--- config.mk ---
export PLATFORM = sky130hd
export DESIGN_NAME = button_conditioner
export DESIGN_NICKNAME = d
export VERILOG_FILES = /design/src/rtl/button_conditioner.sv
export SDC_FILE = /design/constraint.sdc
export NUM_CORES = 1
export LEC_CHECK = 0
export BUFFER_PORTS_ARGS = -buffer_cell sky130_fd_sc_hd__buf_2
export CAP_MARGIN = 5
export CORE_ASPECT_RATIO = 1.5
export CORE_MARGIN = 2
export CORE_UTILIZATION = 35
export CTS_CLUSTER_DIAMETER = 50
export CTS_CLUSTER_SIZE = 28
export DETAILED_ROUTE_END_ITERATION = 8
export SYNTH_ARGS = -nofsm -noshare
export SYNTH_HDL_FRONTEND = slang
export SYNTH_SLANG_ARGS = --single-unit
--- constraint.sdc ---
create_clock -name clk -period 2.6 [get_ports clk]
set_input_delay 0.52 -clock clk [delete_from_list [all_inputs] [get_ports clk]]
set_output_delay 0.52 -clock clk [all_outputs]
set_load 0.005 [all_outputs]
--- src/rtl/button_conditioner.sv ---
// Multi-channel push-button conditioner: two-flop synchronizer, counter-based
// debounce, registered press/release pulses and a per-channel auto-repeat FSM.
module button_conditioner #(
   parameter int N_BTN           = 5,
   parameter int DEBOUNCE_CYCLES = 250000,
   parameter int REPEAT_DELAY    = 12500000,
   parameter int REPEAT_PERIOD   = 2500000
) (
   input  logic             clk,
   input  logic             rst_n,
   input  logic [N_BTN-1:0] btn_in,
   input  logic [N_BTN-1:0] repeat_en,
   output logic [N_BTN-1:0] press_pulse,
   output logic [N_BTN-1:0] release_pulse,
   output logic [N_BTN-1:0] level
);

   // One counter width serves both the debounce and the repeat timers.
   localparam int MAX_A = (DEBOUNCE_CYCLES > REPEAT_DELAY) ? DEBOUNCE_CYCLES : REPEAT_DELAY;
   localparam int MAX_P = (MAX_A > REPEAT_PERIOD) ? MAX_A : REPEAT_PERIOD;
   localparam int CW    = $clog2(MAX_P) + 1;

   localparam logic [CW-1:0] CNT_MAX       = {CW{1'b1}};
   localparam logic [CW-1:0] DB_LAST       = CW'(DEBOUNCE_CYCLES - 1);
   localparam logic [CW-1:0] DELAY_LAST    = CW'(REPEAT_DELAY - 1);
   localparam logic [CW-1:0] PERIOD_LAST   = CW'(REPEAT_PERIOD - 1);

   typedef enum logic [1:0] {IDLE, DELAY, REPEAT} rpt_state_t;

   logic [N_BTN-1:0] sync1_reg;
   logic [N_BTN-1:0] sync2_reg;

   // Bring the raw button levels into the clock domain before any decision.
   always_ff @(posedge clk or negedge rst_n) begin
      if (!rst_n) begin
         sync1_reg <= '0;
         sync2_reg <= '0;
      end else begin
         sync1_reg <= btn_in;
         sync2_reg <= sync1_reg;
      end
   end

   genvar gi;
   generate
      for (gi = 0; gi < N_BTN; gi++) begin : g_chan
         logic [CW-1:0] db_cnt_reg;
         logic          level_reg;
         logic          release_reg;
         logic          press_reg;
         rpt_state_t    state_reg;
         logic [CW-1:0] rpt_cnt_reg;
         logic          differ;
         logic          toggle;
         logic          rise;
         logic          fall;

         // The level flips on the edge where the disagreement has lasted
         // DEBOUNCE_CYCLES cycles; rise/fall mark that edge for the pulses.
         assign differ = sync2_reg[gi] != level_reg;
         assign toggle = differ && (db_cnt_reg == DB_LAST);
         assign rise   = toggle && !level_reg;
         assign fall   = toggle && level_reg;

         // Debounce counter and accepted level; release pulse shares the edge.
         always_ff @(posedge clk or negedge rst_n) begin
            if (!rst_n) begin
               db_cnt_reg  <= '0;
               level_reg   <= 1'b0;
               release_reg <= 1'b0;
            end else begin
               release_reg <= fall;
               if (toggle) begin
                  level_reg  <= ~level_reg;
                  db_cnt_reg <= '0;
               end else if (differ) begin
                  if (db_cnt_reg != CNT_MAX)
                     db_cnt_reg <= db_cnt_reg + 1'b1;
               end else begin
                  db_cnt_reg <= '0;
               end
            end
         end

         // Auto-repeat FSM; a release always wins, so press and release never coincide.
         always_ff @(posedge clk or negedge rst_n) begin
            if (!rst_n) begin
               state_reg   <= IDLE;
               rpt_cnt_reg <= '0;
               press_reg   <= 1'b0;
            end else begin
               press_reg <= rise;
               if (fall) begin
                  state_reg   <= IDLE;
                  rpt_cnt_reg <= '0;
               end else begin
                  case (state_reg)
                     IDLE: begin
                        rpt_cnt_reg <= '0;
                        if (repeat_en[gi] && (level_reg || rise))
                           state_reg <= DELAY;
                     end
                     DELAY: begin
                        if (!repeat_en[gi]) begin
                           state_reg   <= IDLE;
                           rpt_cnt_reg <= '0;
                        end else if (rpt_cnt_reg == DELAY_LAST) begin
                           state_reg   <= REPEAT;
                           rpt_cnt_reg <= '0;
                           press_reg   <= 1'b1;
                        end else if (rpt_cnt_reg != CNT_MAX) begin
                           rpt_cnt_reg <= rpt_cnt_reg + 1'b1;
                        end
                     end
                     REPEAT: begin
                        if (!repeat_en[gi]) begin
                           state_reg   <= IDLE;
                           rpt_cnt_reg <= '0;
                        end else if (rpt_cnt_reg == PERIOD_LAST) begin
                           rpt_cnt_reg <= '0;
                           press_reg   <= 1'b1;
                        end else if (rpt_cnt_reg != CNT_MAX) begin
                           rpt_cnt_reg <= rpt_cnt_reg + 1'b1;
                        end
                     end
                     default: begin
                        state_reg   <= IDLE;
                        rpt_cnt_reg <= '0;
                     end
                  endcase
               end
            end
         end

         assign level[gi]         = level_reg;
         assign press_pulse[gi]   = press_reg;
         assign release_pulse[gi] = release_reg;
      end
   endgenerate

endmodule
==> reports/results.ini <==
[status]
outcome=complete, no violations

[worst_setup_path]
crit_fanout=25
critPathKind=reg2reg
crit_path_max_incr_delay_ns=0.56
cp_data_arrival_time_ns=2.77
crit_path_start_kind=flop
crit_path_end_kind=flop
path_cells=nor4b_1 > nand4_1 > o41ai_2 > a21o_1 > a211o_2 > buf_12 > nor3_1
cpMaxStageDelayCell=o41ai_2
crit_required_ns=3.04

[detailed_routing]
vias_per_cell=5.23
routedWlPerCell_um=14.2
wl_um=32200
drcViolationCount=0
drt_first_iter_violations=751
route.vias.total=11847
ant_nets=0
first_pass_iters=5

[job]
max-cap-violations=0

[layout]
nNetsFinal=1710
fillerInstances=4246
n_antenna_cell=0
layout_common_cells=dfrtp_1, nor2_1, nand2_1, xor2_1, nand3_1
drive_gt1_share_pct=8.08
syn_to_final_growth_pct=12.2
multi_input_area_sq_um=7720
seqCellArea_sq_um=7130
layout_commonest_cell=dfrtp_1

[global_routing]
antenna_found_initial=0
grt-busiest-layer=met2
grt_max_degree=68
met1_usage_pct=16.9
grt_usage_pct=14.5
grt_pass1_vias=12219
gr-usage-met3_pct=1.59
grt_pass1_wl_um=57100
overflow=0
grt.met2_usage_pct=27.4

[power_and_ir_drop]
peakVddDrop_mv=0.458
p_seq_share_pct=48.0
p_sw_w=0.00243
power.share.clock_pct=45.6
power_frac_comb_pct=6.5
p_int_w=0.00706
p_leak_nw=6.79
powerDensity_nw_per_um2=552
netSwitchingFraction_pct=25.6

[synthesis]
yosys_warnings=0
yosysTopAreaCellShare_pct=46.5
syn-mean-instance-area_sq_um=9.34
yosysSeqAreaShare_pct=46.5
synth_edf_count=0
syn_nets=1678
synth.largest_area_cell=dfrtp_1
ys_types=73
yosys-top-cells-area=dfrtp_1, nor2_1, xor2_1, xnor2_1, nand3_1
synth_seq_cells=285
syn_inst=1641
synth_top_flop_cell=dfrtp_1
async_reset_ff_share_pct=100
syn_area_sq_um=15300

[floorplanning]
dieArea_sq_um=45500
io_pins=27
rows=93
die_w_um=175
initial_utilization_pct=35.6
die_h_um=260
core_area_sq_um=43100

[clock_tree]
cts-buffers-inserted=28
cts_tree=built
cts_buffer_depth=3
ctsHtreeMaxLevel=1
clkTransAtPathRegs_ns=0.07
clock_latency_ns=0.56
cts_sinks=285
cts_root_buffer=clkbuf_16

[placement]
dpl.hpwl_um=22400
port_buffers=26
place.gp.congestion=0.820

[sta]
setup_viol=0
final-hold-violation-count=0
min_period_ns=2.33
fmax_mhz=430
relSlewSlack_pct=51.2
tightest_slew_ns=0.729
holdWs_ns=0.0562
finalSetupTns_ns=0
rsz0062_at_grt=no
finalCritPeriodShare_pct=89.5
drv_slew=0
worst_clock_skew_ns=0.0149

[hold_path]
worst_hold_path_type=in2reg

[final timing paths]
kind	startpoint	slack, ns	depth (start not counted)	endpoint
worst max-delay path	g_chan[3].db_cnt_reg[6]$_DFFE_PN0P_	0.27	7	g_chan[3].rpt_cnt_reg[2]$_DFF_PN0_
worst min-delay path	btn_in[3]	0.06	1	sync1_reg[3]$_DFF_PN0_
worst max register to register	g_chan[3].db_cnt_reg[6]$_DFFE_PN0P_	0.27	7	g_chan[3].rpt_cnt_reg[2]$_DFF_PN0_
worst min register to register	sync1_reg[0]$_DFF_PN0_	0.35	0	sync2_reg[0]$_DFF_PN0_
max in group asynchronous	rst_n	1.39	3	g_chan[2].rpt_cnt_reg[13]$_DFF_PN0_
min in group asynchronous	rst_n	0.47	2	g_chan[3].rpt_cnt_reg[20]$_DFF_PN0_
[power by group through the flow]
stage / Sequential (W) / Combinational [W] / Clock (W)
2_1_floorplan: 0.00463 / 0.000396 / 0
3_3_place_gp: 0.00464 / 0.000588 / 0
3_5_place_dp: 0.00464 / 0.000600 / 0
4_1_cts: 0.00455 / 0.000608 / 0.00449
5_1_grt: 0.00456 / 0.000709 / 0.00464
6_report: 0.00455 / 0.000615 / 0.00433
[Yosys cell counts, types with 33 or more instances]
library cell / count
nand3_1: 105
o21ai_0: 33
and4_1: 35
xor2_1: 111
nand2_1: 129
nand4_1: 72
nor2_1: 276
nor3_1: 58
nor4_1: 43
xnor2_1: 90
inv_1: 43
dfrtp_1: 285
a21oi_1: 35
and3_1: 36
[per-stage QoR]
stage | cell area (sq um) | utilization, % | setup WS [ns] | std cells | power, W
finish | 17200 | 39.9 | 0.274 | 2265 | 0.00950
global route | 17200 | 39.9 | 0.0296 | 2265 | 0.00992
CTS | 17200 | 39.9 | 0.168 | 2265 | 0.00965
detailed placement | 16200 | 37.6 | 0.188 | 2212 | 0.00524
global placement | 16200 | 37.6 | 0.229 | 2212 | 0.00522
floorplan | 15300 | - | 0.517 | 1641 | 0.00502
[cells by family (layout without fill, tap and decap cells)]
kind of cell               Yosys count  in the layout  synth area share, %
adders and majority gates           25             25                 2.04
DFF                                285            285                 46.5
muxes                               11             11                0.735
AOI/OAI and AO/OA                  142            142                 6.16
xor gates and xnor gates           201            201                 11.5
and+or+nand+nor                    878            878                 29.8
buffers and inverters               99            153                 3.23
[cell type report]
type,count,share of cell area (%)
clock buffer,32,4.35
clock inverter,20,1.42
inverter,43,0.939
multi-input combinational,1257,44.9
sequential,285,41.5
tap,570,4.15
timing repair buffer,58,2.74
[repair_timing]
item | CTS | global route
endpoints found under the setup margin | 0 | 9
endpoints found under the hold margin | 52 | 0
hold buffers | 1 | 0
buffers inserted | 0 | 0
resized for setup | 0 | 2
[metal layers]
metal	vias to the layer above	share of wire, %	wire [um]
met5	-	0	0
met4	0	2.4	779
met3	54	2.3	751
met2	137	53	17200
met1	5782	42	13500
li1	5874	-	-
[worst max-delay path: cells and delay by family, from the launching register on]
kind	cells	cell delay, ns
flip-flops	1	0.41
buffers and inverters	1	0.16
AND/OR/NAND/NOR	3	0.75
AO/OA/AOI/OAI	3	0.86
No activity file was read; power rests on OpenSTA's default activity.
